**config.mk**
```make
export PLATFORM = sky130hd
export DESIGN_NAME = bcd_down_counter_flat
export DESIGN_NICKNAME = d
export VERILOG_FILES = /design/src/rtl/bcd_down_counter_if.sv /design/src/rtl/bcd_down_counter.sv /design/src/flat_wrapper.sv
export SDC_FILE = /design/constraint.sdc
export NUM_CORES = 1
export LEC_CHECK = 0
export ABC_AREA = 1
export ABC_CLOCK_PERIOD_IN_PS = 2360
export CAP_MARGIN = 20
export CORE_MARGIN = 3
export CORE_UTILIZATION = 51
export CTS_CLUSTER_DIAMETER = 200
export DETAILED_ROUTE_END_ITERATION = 8
export GPL_TIMING_DRIVEN = 0
export HOLD_SLACK_MARGIN = 0.06
export PLACE_DENSITY_LB_ADDON = 0.1
export SYNTH_ARGS = -nofsm -noshare
export SYNTH_HDL_FRONTEND = slang
export SYNTH_SLANG_ARGS = --single-unit
```
**constraint.sdc**
```tcl
create_clock -name clk -period 2.36 [get_ports clk]
set_input_delay 0.354 -clock clk [delete_from_list [all_inputs] [get_ports clk]]
set_output_delay 0.354 -clock clk [all_outputs]
set_load 0.01 [all_outputs]
```
**src/rtl/bcd_down_counter_if.sv**
```systemverilog
// Control and status bundle for bcd_down_counter.
// The master side drives the commands; the slave side is the counter.
interface bcd_down_counter_if #(
    parameter int unsigned NUM_DIGITS = 2
);
    localparam int unsigned W = 4 * NUM_DIGITS;

    logic         tick;
    logic         load;
    logic [W-1:0] load_val;
    logic         start;
    logic         pause;
    logic [W-1:0] count;
    logic         busy;
    logic         done;
    logic         err;

    modport master (
        output tick, load, load_val, start, pause,
        input  count, busy, done, err
    );

    modport slave (
        input  tick, load, load_val, start, pause,
        output count, busy, done, err
    );
endinterface

```
**src/rtl/bcd_down_counter.sv**
```systemverilog
// BCD down counter with IDLE/RUN/PAUSED/EXPIRED control.
// Optional macro COUNTDOWN_AUTO_RELOAD_EN: on expiry, reload the last valid
// load value and keep running instead of stopping in EXPIRED.
module bcd_down_counter #(
    parameter int unsigned NUM_DIGITS = 2
) (
    input  logic              clk,
    input  logic              reset_n,
    bcd_down_counter_if.slave bus
);
    localparam int unsigned W = 4 * NUM_DIGITS;

    typedef enum logic [1:0] {
        IDLE    = 2'd0,
        RUN     = 2'd1,
        PAUSED  = 2'd2,
        EXPIRED = 2'd3
    } state_t;

    state_t       state_q;
    logic [W-1:0] count_q;
    logic         busy_q;
    logic         done_q;
    logic         err_q;
`ifdef COUNTDOWN_AUTO_RELOAD_EN
    logic [W-1:0] reload_q;
`endif

    // Subtract one in BCD: each digit at 0 wraps to 9 and borrows onward.
    function automatic logic [W-1:0] bcd_dec(input logic [W-1:0] v);
        logic [W-1:0] r;
        logic         borrow;
        r      = v;
        borrow = 1'b1;
        for (int i = 0; i < NUM_DIGITS; i++) begin
            if (borrow) begin
                if (v[4*i +: 4] == 4'd0) begin
                    r[4*i +: 4] = 4'd9;
                end else begin
                    r[4*i +: 4] = v[4*i +: 4] - 4'd1;
                    borrow      = 1'b0;
                end
            end
        end
        return r;
    endfunction

    // True when every digit is in 0..9.
    function automatic logic bcd_valid(input logic [W-1:0] v);
        logic ok;
        ok = 1'b1;
        for (int i = 0; i < NUM_DIGITS; i++) begin
            if (v[4*i +: 4] > 4'd9) ok = 1'b0;
        end
        return ok;
    endfunction

    logic [W-1:0] count_d;
    logic         load_ok;

    // Decremented value and load validity for the current cycle.
    always_comb begin
        count_d = bcd_dec(count_q);
        load_ok = bcd_valid(bus.load_val);
    end

    // Control FSM; priority is load > pause > start > tick.
    always_ff @(posedge clk or negedge reset_n) begin
        if (!reset_n) begin
            state_q  <= IDLE;
            count_q  <= '0;
            busy_q   <= 1'b0;
            done_q   <= 1'b0;
            err_q    <= 1'b0;
`ifdef COUNTDOWN_AUTO_RELOAD_EN
            reload_q <= '0;
`endif
        end else begin
            done_q <= 1'b0;
            if (bus.load) begin
                if (load_ok) begin
                    count_q  <= bus.load_val;
                    state_q  <= IDLE;
                    busy_q   <= 1'b0;
                    err_q    <= 1'b0;
`ifdef COUNTDOWN_AUTO_RELOAD_EN
                    reload_q <= bus.load_val;
`endif
                end else begin
                    err_q <= 1'b1;
                end
            end else begin
                case (state_q)
                    IDLE: begin
                        if (bus.start && (count_q != '0)) begin
                            state_q <= RUN;
                            busy_q  <= 1'b1;
                        end
                    end
                    RUN: begin
                        if (bus.pause) begin
                            state_q <= PAUSED;
                        end else if (bus.tick && (count_q != '0)) begin
                            if (count_d == '0) begin
                                done_q  <= 1'b1;
`ifdef COUNTDOWN_AUTO_RELOAD_EN
                                count_q <= reload_q;
`else
                                count_q <= '0;
                                state_q <= EXPIRED;
                                busy_q  <= 1'b0;
`endif
                            end else begin
                                count_q <= count_d;
                            end
                        end
                    end
                    PAUSED: begin
                        if (bus.start) begin
                            state_q <= RUN;
                        end
                    end
                    default: begin
                        // EXPIRED waits for a valid load.
                        state_q <= state_q;
                    end
                endcase
            end
        end
    end

    assign bus.count = count_q;
    assign bus.busy  = busy_q;
    assign bus.done  = done_q;
    assign bus.err   = err_q;
endmodule

```
**src/flat_wrapper.sv**
```systemverilog
// flat-port wrapper written by rule: the top's interface ports become plain ports
module bcd_down_counter_flat 
#(
    parameter int unsigned NUM_DIGITS = 2
)
  (clk, reset_n, bus_tick, bus_load, bus_load_val, bus_start, bus_pause, bus_count, bus_busy, bus_done, bus_err);
  bcd_down_counter_if #(.NUM_DIGITS(NUM_DIGITS)) bus_i ();
  input  logic clk;
  input  logic reset_n;
  input wire logic [$bits(bus_i.tick)-1:0] bus_tick;
  input wire logic [$bits(bus_i.load)-1:0] bus_load;
  input wire logic [$bits(bus_i.load_val)-1:0] bus_load_val;
  input wire logic [$bits(bus_i.start)-1:0] bus_start;
  input wire logic [$bits(bus_i.pause)-1:0] bus_pause;
  output wire logic [$bits(bus_i.count)-1:0] bus_count;
  output wire logic [$bits(bus_i.busy)-1:0] bus_busy;
  output wire logic [$bits(bus_i.done)-1:0] bus_done;
  output wire logic [$bits(bus_i.err)-1:0] bus_err;
  assign bus_i.tick = bus_tick;
  assign bus_i.load = bus_load;
  assign bus_i.load_val = bus_load_val;
  assign bus_i.start = bus_start;
  assign bus_i.pause = bus_pause;
  assign bus_count = bus_i.count;
  assign bus_busy = bus_i.busy;
  assign bus_done = bus_i.done;
  assign bus_err = bus_i.err;
  bcd_down_counter #(.NUM_DIGITS(NUM_DIGITS)) u_core (.clk(clk), .reset_n(reset_n), .bus(bus_i));
endmodule
```
==> metrics.txt, run 1 <==
# TYPE chip_impl_metric gauge
chip_impl_metric{name="switching_share",unit="%"} 46.41
chip_impl_metric{name="worst-r2r-setup-slack",unit="ns"} 0.73
chip_impl_metric{name="timing.fmax",unit="MHz"} 588.8
chip_impl_metric{name="dr.first_iter.drc_count",unit=""} 50
chip_impl_metric{name="globalRouteOverflowTotal",unit=""} 0
chip_impl_metric{name="final.min_clock_period",unit="ns"} 1.698
chip_impl_info{name="slowest_stage",value="sky130_fd_sc_hd__clkdlybuf4s50_1"} 1
chip_impl_metric{name="wl_per_cell",unit="um"} 11.69
chip_impl_metric{name="multi_input_comb_area",unit="um^2"} 529.3
chip_impl_metric{name="timing.setup.tns",unit="ns"} 0
chip_impl_metric{name="cts_buffers",unit=""} 3
chip_impl_metric{name="finalSetupViolations",unit=""} 0
chip_impl_metric{name="met2_resource_use_gr",unit="%"} 33.48
chip_impl_metric{name="post_synthesis_sequential_area_ratio",unit="%"} 35.09
chip_impl_metric{name="synth-async-reset-ratio",unit="%"} 100.0
chip_impl_metric{name="postSynthCellCount",unit=""} 136
chip_impl_metric{name="cts_setup_buffers",unit=""} 0
chip_impl_metric{name="via_per_inst",unit=""} 5.016
chip_impl_metric{name="antenna_found_initial",unit=""} 0
chip_impl_metric{name="combPwrFrac",unit="%"} 58.0
chip_impl_metric{name="p_switching",unit="uW"} 624.3
chip_impl_metric{name="synth_cell_type_count",unit=""} 21
chip_impl_metric{name="critical_path.n_buffers_inverters",unit=""} 1
chip_impl_metric{name="drt.antenna.violating_nets",unit=""} 0
chip_impl_info{name="synth.area.top_cells",value="sky130_fd_sc_hd__dfrtp_1 (35%), sky130_fd_sc_hd__nand2_1 (19%), sky130_fd_sc_hd__inv_1 (6.1%)"} 1
chip_impl_metric{name="cellLeakagePower",unit="uW"} 0.0005966
chip_impl_metric{name="timing.slew.headroom",unit="%"} 59.73
chip_impl_metric{name="worst_clock_skew",unit="ns"} 0.003335
chip_impl_info{name="synth_commonest_cells",value="sky130_fd_sc_hd__nand2_1 (47), sky130_fd_sc_hd__inv_1 (15), sky130_fd_sc_hd__dfrtp_1 (13), sky130_fd_sc_hd__nor2_1 (13)"} 1
chip_impl_metric{name="grt_usage",unit="%"} 20.10
chip_impl_info{name="ys_dominant_reg_cell",value="sky130_fd_sc_hd__dfrtp_1"} 1
chip_impl_metric{name="gr-usage-met1",unit="%"} 26.74
chip_impl_metric{name="final.hold.worst_slack",unit="ns"} 0.4469
chip_impl_metric{name="die_w",unit="um"} 48.64
chip_impl_metric{name="ctsResizeCount",unit=""} 0
chip_impl_metric{name="worstRegToRegCells",unit=""} 8
chip_impl_metric{name="power.share.clock",unit="%"} 10.6
chip_impl_metric{name="first_global_vias",unit=""} 865
chip_impl_metric{name="number_of_enable_flip_flop_cells_after_synthesis",unit=""} 0
chip_impl_metric{name="report.final.slew_viol_count",unit=""} 0
chip_impl_metric{name="clock-sinks",unit=""} 13
chip_impl_metric{name="grt_use_met3",unit="%"} 3.374
chip_impl_metric{name="syn-mean-instance-area",unit="um^2"} 6.817
chip_impl_info{name="startpoint_types",value="flop"} 1
chip_impl_metric{name="die_h",unit="um"} 48.64
chip_impl_metric{name="detailedPlacementHpwl",unit="mm"} 1.707
chip_impl_info{name="worstHoldPathType",value="primary input to asynchronous set/reset pin"} 1
chip_impl_metric{name="count_of_maximum_capacitance_violations",unit=""} 0
chip_impl_info{name="critPathKind",value="flop to output port"} 1
chip_impl_metric{name="critPathRequiredTime",unit="ns"} 2.01
chip_impl_metric{name="final_net_count",unit=""} 182
chip_impl_metric{name="worst-endpoint-arrival",unit="ns"} 1.34
chip_impl_info{name="count_leader_synth",value="sky130_fd_sc_hd__nand2_1"} 1
chip_impl_metric{name="drt_pass1_iterations",unit=""} 4
chip_impl_info{name="worstReg2RegEnd",value="u_core.bus.count[3]$_DFFE_PN0P_"} 1
chip_impl_info{name="gr-max-usage-layer",value="met2"} 1
chip_impl_metric{name="post_route_cells_drive_above_1_share",unit="%"} 9.756
chip_impl_metric{name="clock_tree.buffer_depth",unit=""} 2
chip_impl_info{name="r2r_start",value="u_core.bus.count[4]$_DFFE_PN0P_"} 1
chip_impl_metric{name="ctsHoldBuffers",unit=""} 0
chip_impl_metric{name="peakVddDrop",unit="mV"} 0.7921
chip_impl_metric{name="postRouteWirelength",unit="mm"} 2.198
chip_impl_metric{name="floorplan.initialDensity",unit="%"} 57.53
chip_impl_metric{name="core_area",unit="mm^2"} 0.001612
chip_impl_metric{name="hold_fails_final_rpt",unit=""} 0
chip_impl_metric{name="yosys_warnings",unit=""} 0
chip_impl_info{name="worst_path_dominant_cell_family",value="buffers and inverters"} 1
chip_impl_info{name="endpoint_type_of_the_worst_setup_path",value="output port"} 1
chip_impl_metric{name="p_seq_share",unit="%"} 31.5
chip_impl_metric{name="p_int",unit="uW"} 720.8
chip_impl_metric{name="insertedDiodeCount",unit=""} 0
chip_impl_metric{name="first_pass_grt_wire_length",unit="mm"} 3.781
chip_impl_info{name="critical_path.endpoint",value="bus_count[0]"} 1
chip_impl_metric{name="num-fill-cells",unit=""} 138
chip_impl_info{name="worst_setup_path_startpoint",value="u_core.bus.count[0]$_DFFE_PN0P_"} 1
chip_impl_metric{name="final_min_period_over_clock_period",unit="%"} 71.96
chip_impl_metric{name="clock_latency",unit="ns"} 0.28
chip_impl_metric{name="via_count",unit=""} 943
chip_impl_metric{name="syn-num-nets",unit=""} 153
chip_impl_metric{name="cts.reportedPaths.clkPinSlew",unit="ns"} 0.08
chip_impl_metric{name="transition_time_at_the_pin_with_the_least_slew_margin",unit="ns"} 0.6021
chip_impl_info{name="rsz0062_at_grt",value="no"} 1
chip_impl_metric{name="yosys_register_bits",unit=""} 13
chip_impl_metric{name="critical_path_depth",unit=""} 1
chip_impl_metric{name="number_of_rows_created_at_floorplan",unit=""} 14
chip_impl_metric{name="die-area",unit="mm^2"} 0.002365
chip_impl_metric{name="port_buffers",unit=""} 24
chip_impl_metric{name="drc",unit=""} 0
chip_impl_metric{name="cp_max_fo",unit=""} 7
chip_impl_info{name="root_buffer",value="sky130_fd_sc_hd__clkbuf_4"} 1
chip_impl_metric{name="floorplan.io_pins",unit=""} 25
chip_impl_metric{name="grt_start_max_net_pins",unit=""} 14
chip_impl_info{name="run_status",value="finished clean"} 1
chip_impl_metric{name="htree_levels",unit=""} 1
chip_impl_info{name="crit_chain",value="clkdlybuf4s50_1"} 1
chip_impl_metric{name="total_power_density_per_cell_area",unit="mW/mm^2"} 1099
chip_impl_metric{name="mappedNetlistArea",unit="um^2"} 927.1
chip_impl_metric{name="post_synth_top_area_share",unit="%"} 35.09
chip_impl_metric{name="register_area",unit="um^2"} 325.3
chip_impl_info{name="yosysTopAreaCell",value="sky130_fd_sc_hd__dfrtp_1"} 1
chip_impl_info{name="cts_tree",value="built"} 1
chip_impl_metric{name="finalWeightedCongestion",unit=""} 0.8170
chip_impl_metric{name="syn_to_final_growth",unit="%"} 31.98
chip_impl_metric{name="cpPeakStageDelay",unit="ns"} 0.59
-- placed cells by master (no fill, tap or decap), drive strengths merged --
cell type | synthesis | layout
ha | 3 | 3
o211ai | 1 | 1
inv | 16 | 16
clkbuf | 0 | 4
nor2 | 17 | 17
nand4 | 1 | 1
dfrtp | 13 | 13
buf | 2 | 2
clkdlybuf4s50 | 0 | 24
a21oi | 5 | 5
o22ai | 1 | 1
nand2 | 48 | 48
nor3 | 1 | 1
nand3 | 11 | 11
o21ai | 16 | 16
a21boi | 1 | 1
-- sequential cells by signal, indices dropped and copies added (netlist names) --
register,count
u_core.bus.count,8
u_core.state_q,2
u_core.bus.busy,1
u_core.bus.done,1
u_core.bus.err,1
-- layout make-up --
class | instances | area share [%]
buffer | 2 | 0.8180
clock buffer | 4 | 2.147
inverter | 16 | 5.112
multi-input combinational | 105 | 43.25
sequential | 13 | 26.58
tap | 24 | 2.454
timing repair buffer | 24 | 19.63
-- worst min-delay path by stage --
stage | from | end
2_1_floorplan | reset_n | u_core.bus.busy$_DFFE_PN0P_
3_3_place_gp | u_core.bus.busy$_DFFE_PN0P_ | u_core.bus.busy$_DFFE_PN0P_
3_5_place_dp | u_core.bus.busy$_DFFE_PN0P_ | u_core.bus.busy$_DFFE_PN0P_
4_1_cts | reset_n | u_core.bus.count[0]$_DFFE_PN0P_
5_1_grt | reset_n | u_core.bus.count[0]$_DFFE_PN0P_
6_report | reset_n | u_core.state_q[0]$_DFFE_PN0P_
-- layer usage --
layer | part of all wire, % | vias up
met1 | 47 | 408
met2 | 46 | 37
met3 | 6.3 | 2
met4 | 0.55 | 0
met5 | 0 | -
li1 | - | 496
-- power groups by stage --
stage / Clock (uW) / Combinational (uW) / Sequential (uW)
2_1_floorplan: 0 / 469 / 445
3_3_place_gp: 0 / 748 / 421
3_5_place_dp: 0 / 773 / 426
4_1_cts: 143 / 781 / 423
5_1_grt: 157 / 872 / 440
6_report: 142 / 780 / 423
-- through the flow --
stage               utilization (%)  power [uW]  std cells  area [um^2]  worst slack (ns)
CTS                           75.93        1346        188         1224            0.6496
detailed placement            74.30        1200        184         1197            0.4482
global placement              74.30        1168        184         1197            0.4696
floorplan                         -       913.6        136        927.1            0.9087
finish                        75.93        1345        188         1224            0.6617
global route                  75.93        1470        188         1224            0.5102
-- cell families (layout without fill, tap and decap cells) --
kind of cell | Yosys count | in the layout | synth area share, %
AOI/OAI and AO/OA | 24 | 24 | 16.60
adders and majority gates | 3 | 3 | 4.049
buffers and inverters | 18 | 46 | 7.827
DFF | 13 | 13 | 35.09
and+or+nand+nor | 78 | 78 | 36.44
(Power assumes the default switching activity.)
==> run 2, diff against run 1 <==
Settings changed: ABC_CLOCK_PERIOD_IN_PS 2360 to 1500, CORE_UTILIZATION 51 to 42.
Clock period 2.36 ns to 1.5 ns, I/O delays scaled along.
==> run 2 against run 1 <==
Against the previous run:
- the run now ends with negative setup slack left
- die area rose by 19%
- final cell count rose by 8.5%
- non-clock buffer count rose by 13
- global-route usage rose by 0.28 points
- critical path depth did not move
- combinational power rose by 110%
- worst hold slack got worse by 0.12 ns
- first-iteration DRC count fell by 54%
- via count rose by 9.1%
- design area rose by 16%
- critical path type unchanged
- largest cell class unchanged
- largest power group unchanged
==> metrics.txt, run 2 (synthesis gave the netlist of run 1 again) <==
# TYPE chip_impl_metric gauge
chip_impl_metric{name="clock-sinks",unit=""} 13
chip_impl_metric{name="combPwrFrac",unit="%"} 63.9
chip_impl_metric{name="post_route_cells_drive_above_1_share",unit="%"} 27.12
chip_impl_metric{name="first_global_vias",unit=""} 950
chip_impl_metric{name="drt.antenna.violating_nets",unit=""} 0
chip_impl_metric{name="report.final.slew_viol_count",unit=""} 0
chip_impl_info{name="rsz0062_at_grt",value="yes"} 1
chip_impl_metric{name="final_net_count",unit=""} 195
chip_impl_info{name="crit_chain",value="clkdlybuf4s50_1"} 1
chip_impl_metric{name="floorplan.io_pins",unit=""} 25
chip_impl_metric{name="finalWeightedCongestion",unit=""} 0.8089
chip_impl_metric{name="transition_time_at_the_pin_with_the_least_slew_margin",unit="ns"} 0.6119
chip_impl_metric{name="num-fill-cells",unit=""} 156
chip_impl_metric{name="timing.slew.headroom",unit="%"} 59.08
chip_impl_info{name="worst_path_dominant_cell_family",value="buffers and inverters"} 1
chip_impl_metric{name="insertedDiodeCount",unit=""} 0
chip_impl_metric{name="number_of_rows_created_at_floorplan",unit=""} 16
chip_impl_metric{name="drt_pass1_iterations",unit=""} 4
chip_impl_metric{name="final_min_period_over_clock_period",unit="%"} 100.3
chip_impl_metric{name="htree_levels",unit=""} 1
chip_impl_metric{name="die_w",unit="um"} 52.99
chip_impl_metric{name="die-area",unit="mm^2"} 0.002807
chip_impl_metric{name="count_of_maximum_capacitance_violations",unit=""} 0
chip_impl_metric{name="power.share.clock",unit="%"} 8.7
chip_impl_info{name="layout_commonest_cell",value="sky130_fd_sc_hd__nand2_1"} 1
chip_impl_metric{name="final.min_clock_period",unit="ns"} 1.504
chip_impl_metric{name="core_area",unit="mm^2"} 0.002022
chip_impl_metric{name="peakVddDrop",unit="mV"} 1.174
chip_impl_metric{name="grt_start_max_net_pins",unit=""} 14
chip_impl_info{name="critPathKind",value="flop to output port"} 1
chip_impl_metric{name="pre_cts_slack",unit="ns"} -0.3408
chip_impl_metric{name="total_power_density_per_cell_area",unit="mW/mm^2"} 1786
chip_impl_metric{name="via_per_inst",unit=""} 5.044
chip_impl_info{name="layout.cells.most_common_list",value="sky130_fd_sc_hd__nand2_1 (43), sky130_fd_sc_hd__clkdlybuf4s50_1 (17), sky130_fd_sc_hd__inv_1 (13), sky130_fd_sc_hd__buf_4 (13), sky130_fd_sc_hd__o21ai_0 (11)"} 1
chip_impl_metric{name="detailedPlacementHpwl",unit="mm"} 1.782
chip_impl_metric{name="cpPeakStageDelay",unit="ns"} 0.57
chip_impl_metric{name="p_switching",unit="uW"} 1162
chip_impl_metric{name="final.hold.worst_slack",unit="ns"} 0.3257
chip_impl_metric{name="postRouteWirelength",unit="mm"} 2.609
chip_impl_metric{name="worst-endpoint-arrival",unit="ns"} 1.28
chip_impl_metric{name="cts_buffers",unit=""} 3
chip_impl_metric{name="grt_usage",unit="%"} 20.39
chip_impl_info{name="worstHoldPathType",value="primary input to asynchronous set/reset pin"} 1
chip_impl_metric{name="first_pass_grt_wire_length",unit="mm"} 4.160
chip_impl_metric{name="critPathRequiredTime",unit="ns"} 1.27
chip_impl_metric{name="switching_share",unit="%"} 45.77
chip_impl_metric{name="largest_register_ffs",unit=""} 8
chip_impl_info{name="slowest_stage",value="sky130_fd_sc_hd__clkdlybuf4s50_1"} 1
chip_impl_metric{name="dr.first_iter.drc_count",unit=""} 23
chip_impl_metric{name="clock_tree.buffer_depth",unit=""} 2
chip_impl_metric{name="globalRouteOverflowTotal",unit=""} 0
chip_impl_metric{name="cts.reportedPaths.clkPinSlew",unit="ns"} 0.08
chip_impl_info{name="violations_in_the_final_reports",value="negative setup slack"} 1
chip_impl_info{name="run_status",value="finished, violations left"} 1
chip_impl_metric{name="antenna_found_initial",unit=""} 0
chip_impl_metric{name="floorplan.initialDensity",unit="%"} 45.85
chip_impl_metric{name="critical_path.n_buffers_inverters",unit=""} 1
chip_impl_info{name="startpoint_types",value="flop"} 1
chip_impl_metric{name="postLayoutSetupSlackWorst",unit="ns"} -0.003807
chip_impl_metric{name="wl_per_cell",unit="um"} 12.79
chip_impl_metric{name="p_int",unit="uW"} 1377
chip_impl_metric{name="port_buffers",unit=""} 24
chip_impl_info{name="endpoint_type_of_the_worst_setup_path",value="output port"} 1
chip_impl_metric{name="die_h",unit="um"} 52.99
chip_impl_metric{name="finalSetupViolations",unit=""} 1
chip_impl_info{name="cts_tree",value="built"} 1
chip_impl_metric{name="timing.fmax",unit="MHz"} 665.0
chip_impl_metric{name="via_count",unit=""} 1029
chip_impl_metric{name="cellLeakagePower",unit="uW"} 0.0007401
chip_impl_metric{name="drc",unit=""} 0
chip_impl_metric{name="syn_to_final_growth",unit="%"} 53.31
chip_impl_metric{name="worst_clock_skew",unit="ns"} 0.004977
chip_impl_metric{name="clock_latency",unit="ns"} 0.28
chip_impl_metric{name="cp_max_fo",unit=""} 4
chip_impl_metric{name="final_util",unit="%"} 70.30
chip_impl_metric{name="p_seq_share",unit="%"} 27.4
chip_impl_metric{name="hold_fails_final_rpt",unit=""} 0
chip_impl_info{name="root_buffer",value="sky130_fd_sc_hd__clkbuf_4"} 1
-- run 2: per-layer routing --
layer  global-route usage, %  vias to the layer above  wire (um)
met5                       0                        -          0
met4                   3.830                        0         23
met3                   6.197                        4        172
met2                   34.50                       39       1243
met1                   25.47                      466       1169
li1                        -                      520          -
-- run 2: through the flow --
stage	cells	power, uW	TNS (ns)	cell area (um^2)
2_1_floorplan	136	1437	0	927.1
3_3_place_gp	187	1851	-2.817	1201
3_5_place_dp	187	1894	-3.172	1201
4_1_cts	197	2244	-0.02307	1292
5_1_grt	204	2753	-0.7961	1421
6_report	204	2539	-0.003807	1421
-- run 2: what timing repair did --
action	in CTS	in global routing
buffers inserted	6	7
hold buffers	0	0
gates resized for setup	6	24
pin swaps	5	10
setup endpoints to repair	14	19
-- run 2: cell type report --
| class | count | area (um^2) | share of cell area (%) |
|---|---|---|---|
| Multi-Input combinational cell | 105 | 591.8 | 41.64 |
| Timing Repair Buffer | 37 | 364.1 | 25.62 |
| Sequential cell | 13 | 330.3 | 23.24 |
| Inverter | 16 | 62.56 | 4.401 |
| Tap cell | 27 | 33.78 | 2.377 |
| Clock buffer | 4 | 26.28 | 1.849 |
| Buffer | 2 | 12.51 | 0.8803 |
-- run 2: worst paths after layout --
path,startpoint,end,slack (ns),cells after the start
setup / recovery,u_core.bus.count[5]$_DFFE_PN0P_,bus_count[5],-0.004,1
hold / removal,reset_n,u_core.bus.count[7]$_DFFE_PN0P_,0.33,1
setup reg to reg,u_core.bus.count[3]$_DFFE_PN0P_,u_core.state_q[0]$_DFFE_PN0P_,-0.004,10
hold reg to reg,u_core.bus.busy$_DFFE_PN0P_,u_core.bus.busy$_DFFE_PN0P_,0.49,2
max in group asynchronous,reset_n,u_core.bus.count[3]$_DFFE_PN0P_,0.74,1
min in group clk,u_core.bus.busy$_DFFE_PN0P_,u_core.bus.busy$_DFFE_PN0P_,0.49,2
-- run 2: power groups by stage --
stage / clock [uW] / sequential, uW / combinational (uW)
2_1_floorplan: 0 / 700 / 737
3_3_place_gp: 0 / 663 / 1190
3_5_place_dp: 0 / 677 / 1220
4_1_cts: 227 / 675 / 1340
5_1_grt: 248 / 713 / 1790
6_report: 220 / 696 / 1620
==> run 3, diff against run 2 <==
Settings changed: CORE_MARGIN 3 to 5, SLEW_MARGIN set to 20.
==> run 3 against run 2 <==
Against the previous run:
- the run still ends with negative setup slack left
- design area increased by 1.1%
- wire length is essentially flat
- core utilization is 4.0 points lower
- maximum frequency down 0.94%
- register-to-register slack about the same
- critical endpoint is now u_core.state_q[0]$_DFFE_PN0P_
==> metrics.txt, run 3 (synthesis gave the netlist of run 1 again) <==
# TYPE chip_impl_metric gauge
chip_impl_info{name="layout_commonest_cell",value="sky130_fd_sc_hd__nand2_1"} 1
chip_impl_info{name="cts_tree",value="built"} 1
chip_impl_info{name="crit_chain",value="nor2_4 > nand3_2 > nand2_2 > nand2_1 > nor2_2 > nand3_2 > nand2_2 > nand2_1 > nand2_1 > nand2_1"} 1
chip_impl_metric{name="insertedDiodeCount",unit=""} 0
chip_impl_metric{name="drt_pass1_iterations",unit=""} 4
chip_impl_metric{name="peakVddDrop",unit="mV"} 0.9947
chip_impl_metric{name="final_net_count",unit=""} 198
chip_impl_metric{name="worstRegToRegCells",unit=""} 10
chip_impl_metric{name="clock_latency",unit="ns"} 0.29
chip_impl_metric{name="total_power_density_per_cell_area",unit="mW/mm^2"} 1789
chip_impl_metric{name="drc",unit=""} 0
chip_impl_info{name="worst_setup_path_startpoint",value="u_core.bus.count[2]$_DFFE_PN0P_"} 1
chip_impl_info{name="rsz0062_at_grt",value="yes"} 1
chip_impl_info{name="critPathKind",value="flop to flop"} 1
chip_impl_info{name="endpoint_type_of_the_worst_setup_path",value="flop"} 1
chip_impl_metric{name="timing.setup.tns",unit="ns"} -0.09422
chip_impl_metric{name="worst-endpoint-arrival",unit="ns"} 1.70
chip_impl_info{name="critPathMostFrequentCell",value="sky130_fd_sc_hd__nand2_1"} 1
chip_impl_info{name="root_buffer",value="sky130_fd_sc_hd__clkbuf_4"} 1
chip_impl_info{name="slowest_stage",value="sky130_fd_sc_hd__dfrtp_2"} 1
chip_impl_metric{name="pre_cts_slack",unit="ns"} -0.2684
chip_impl_metric{name="timing.fmax",unit="MHz"} 658.8
chip_impl_metric{name="postLayoutSetupSlackWorst",unit="ns"} -0.01801
chip_impl_metric{name="globalRouteOverflowTotal",unit=""} 0
chip_impl_metric{name="final-instance-count-excl-fill",unit=""} 208
chip_impl_metric{name="die_h",unit="um"} 56.99
chip_impl_info{name="layout.cells.most_common_list",value="sky130_fd_sc_hd__nand2_1 (42), sky130_fd_sc_hd__clkdlybuf4s50_1 (18), sky130_fd_sc_hd__inv_1 (14), sky130_fd_sc_hd__buf_4 (14), sky130_fd_sc_hd__nor2_1 (9)"} 1
chip_impl_info{name="worstReg2RegEnd",value="u_core.state_q[0]$_DFFE_PN0P_"} 1
chip_impl_metric{name="transition_time_at_the_pin_with_the_least_slew_margin",unit="ns"} 0.6379
chip_impl_metric{name="critPathRequiredTime",unit="ns"} 1.68
chip_impl_info{name="critical_path.endpoint",value="u_core.state_q[0]$_DFFE_PN0P_"} 1
chip_impl_metric{name="dr.first_iter.drc_count",unit=""} 15
chip_impl_metric{name="count_of_maximum_capacitance_violations",unit=""} 0
chip_impl_metric{name="num-fill-cells",unit=""} 216
chip_impl_info{name="startpoint_types",value="flop"} 1
chip_impl_metric{name="p_int",unit="uW"} 1400
chip_impl_metric{name="power.share.clock",unit="%"} 9.2
chip_impl_metric{name="timing.slew.headroom",unit="%"} 57.34
chip_impl_metric{name="drt.antenna.violating_nets",unit=""} 0
chip_impl_info{name="r2r_start",value="u_core.bus.count[2]$_DFFE_PN0P_"} 1
chip_impl_metric{name="clock-sinks",unit=""} 13
chip_impl_metric{name="floorplan.initialDensity",unit="%"} 42.73
chip_impl_metric{name="finalSetupViolations",unit=""} 10
chip_impl_metric{name="cts.reportedPaths.clkPinSlew",unit="ns"} 0.10
chip_impl_metric{name="cp_max_fo",unit=""} 5
chip_impl_metric{name="htree_levels",unit=""} 1
chip_impl_info{name="violations_in_the_final_reports",value="negative setup slack"} 1
chip_impl_metric{name="multi_input_comb_area",unit="um^2"} 603.1
chip_impl_metric{name="cellLeakagePower",unit="uW"} 0.0007139
chip_impl_metric{name="number_of_rows_created_at_floorplan",unit=""} 17
chip_impl_metric{name="wl_per_cell",unit="um"} 12.55
chip_impl_metric{name="via_per_inst",unit=""} 5.053
chip_impl_metric{name="grt_start_max_net_pins",unit=""} 14
chip_impl_metric{name="p_seq_share",unit="%"} 26.6
chip_impl_metric{name="first_global_vias",unit=""} 972
chip_impl_metric{name="first_pass_grt_wire_length",unit="mm"} 3.974
chip_impl_metric{name="post-place-cells",unit=""} 188
chip_impl_metric{name="register_area",unit="um^2"} 332.8
chip_impl_metric{name="finalWeightedCongestion",unit=""} 0.8080
chip_impl_metric{name="final_min_period_over_clock_period",unit="%"} 101.2
chip_impl_metric{name="combPwrFrac",unit="%"} 64.2
chip_impl_metric{name="detailedPlacementHpwl",unit="mm"} 1.749
chip_impl_metric{name="post_route_cells_drive_above_1_share",unit="%"} 29.44
chip_impl_info{name="run_status",value="finished, violations left"} 1
chip_impl_metric{name="grt_usage",unit="%"} 15.22
chip_impl_metric{name="cts_buffers",unit=""} 3
chip_impl_metric{name="switching_share",unit="%"} 45.57
chip_impl_metric{name="syn_to_final_growth",unit="%"} 55.06
chip_impl_metric{name="report.final.slew_viol_count",unit=""} 0
chip_impl_metric{name="floorplan.io_pins",unit=""} 25
chip_impl_metric{name="cpPeakStageDelay",unit="ns"} 0.44
chip_impl_metric{name="worst_clock_skew",unit="ns"} 0.01064
chip_impl_info{name="worstHoldPathType",value="primary input to asynchronous set/reset pin"} 1
chip_impl_metric{name="port_buffers",unit=""} 24
chip_impl_metric{name="die-area",unit="mm^2"} 0.003247
chip_impl_metric{name="largest_register_ffs",unit=""} 8
chip_impl_metric{name="final.min_clock_period",unit="ns"} 1.518
chip_impl_metric{name="via_count",unit=""} 1051
chip_impl_metric{name="worst-r2r-setup-slack",unit="ns"} -0.02
chip_impl_metric{name="die_w",unit="um"} 56.99
chip_impl_metric{name="p_switching",unit="uW"} 1172
chip_impl_metric{name="core_area",unit="mm^2"} 0.002170
chip_impl_metric{name="hold_fails_final_rpt",unit=""} 0
chip_impl_metric{name="ctsHoldBuffers",unit=""} 0
chip_impl_metric{name="antenna_found_initial",unit=""} 0
chip_impl_metric{name="postRouteWirelength",unit="mm"} 2.611
chip_impl_metric{name="clock_tree.buffer_depth",unit=""} 2
run 3: changes by cell type in the layout (fill, tap and decap cells not counted), moves of 2 or more:
| cell | delta |
|---|---|
| sky130_fd_sc_hd__buf_6 | +2 |
| sky130_fd_sc_hd__dfrtp_1 | -2 |
| sky130_fd_sc_hd__dfrtp_2 | +2 |
| sky130_fd_sc_hd__dlygate4sd2_1 | +3 |
| sky130_fd_sc_hd__dlymetal6s2s_1 | -4 |
| sky130_fd_sc_hd__o21ai_0 | -4 |
| sky130_fd_sc_hd__o21ai_1 | +3 |
run 3: worst max-delay path: cells and delay by family, from the launching register on:
kind	cells	cell delay (ns)
AND/OR/NAND/NOR	10	0.97
flip-flops	1	0.44
run 3: how the worst min path moves through the flow:
| stage | start | to | cells past startpoint |
|---|---|---|---|
| 2_1_floorplan | reset_n | u_core.bus.busy$_DFFE_PN0P_ | 0 |
| 3_3_place_gp | u_core.bus.busy$_DFFE_PN0P_ | u_core.bus.busy$_DFFE_PN0P_ | 2 |
| 3_5_place_dp | u_core.bus.err$_DFFE_PN0P_ | u_core.bus.err$_DFFE_PN0P_ | 2 |
| 4_1_cts | reset_n | u_core.bus.count[5]$_DFFE_PN0P_ | 1 |
| 5_1_grt | reset_n | u_core.bus.count[7]$_DFFE_PN0P_ | 1 |
| 6_report | reset_n | u_core.bus.count[7]$_DFFE_PN0P_ | 1 |
run 3: cell type report:
cell class | count | area share (%)
clock buffers | 4 | 1.828
well taps | 28 | 2.437
multi-input cells | 105 | 41.95
flip-flops and latches | 13 | 23.15
inverters | 16 | 4.352
plain buffers | 2 | 0.6963
repair buffers | 40 | 25.59
run 3: repair_timing:
item	4_1_cts	5_1_grt
pin swaps	3	12
gates resized for setup	10	28
cloned	0	0
buffers inserted	6	10
setup endpoints to repair	14	14
run 3: layer usage:
layer	wire length [um]	part of all wire, %	vias to the layer above	GRT usage, %
met4	65	2.5	0	5.629
met5	0	0	-	0
met2	1317	50	32	27.73
li1	-	-	522	-
met3	165	6.3	9	3.394
met1	1062	41	488	17.20
run 3: power groups by stage:
stage               Combinational, uW  Sequential [uW]  Clock (uW)
floorplan                         737              700           0
global route                     1820              711         247
detailed placement               1220              667           0
finish                           1650              685         236
CTS                              1320              653         236
global placement                 1200              664           0
run 3: per-stage QoR:
step           area (um^2)  power (uW)  util (%)  hold slack, ns
5_1_grt               1438        2781     66.26          0.3855
4_1_cts               1284        2205     59.17          0.3509
6_report              1438        2572     66.26          0.3221
2_1_floorplan        927.1        1437         -        -0.07059
3_3_place_gp          1202        1860     55.42          0.4636
3_5_place_dp          1202        1888     55.42          0.4641
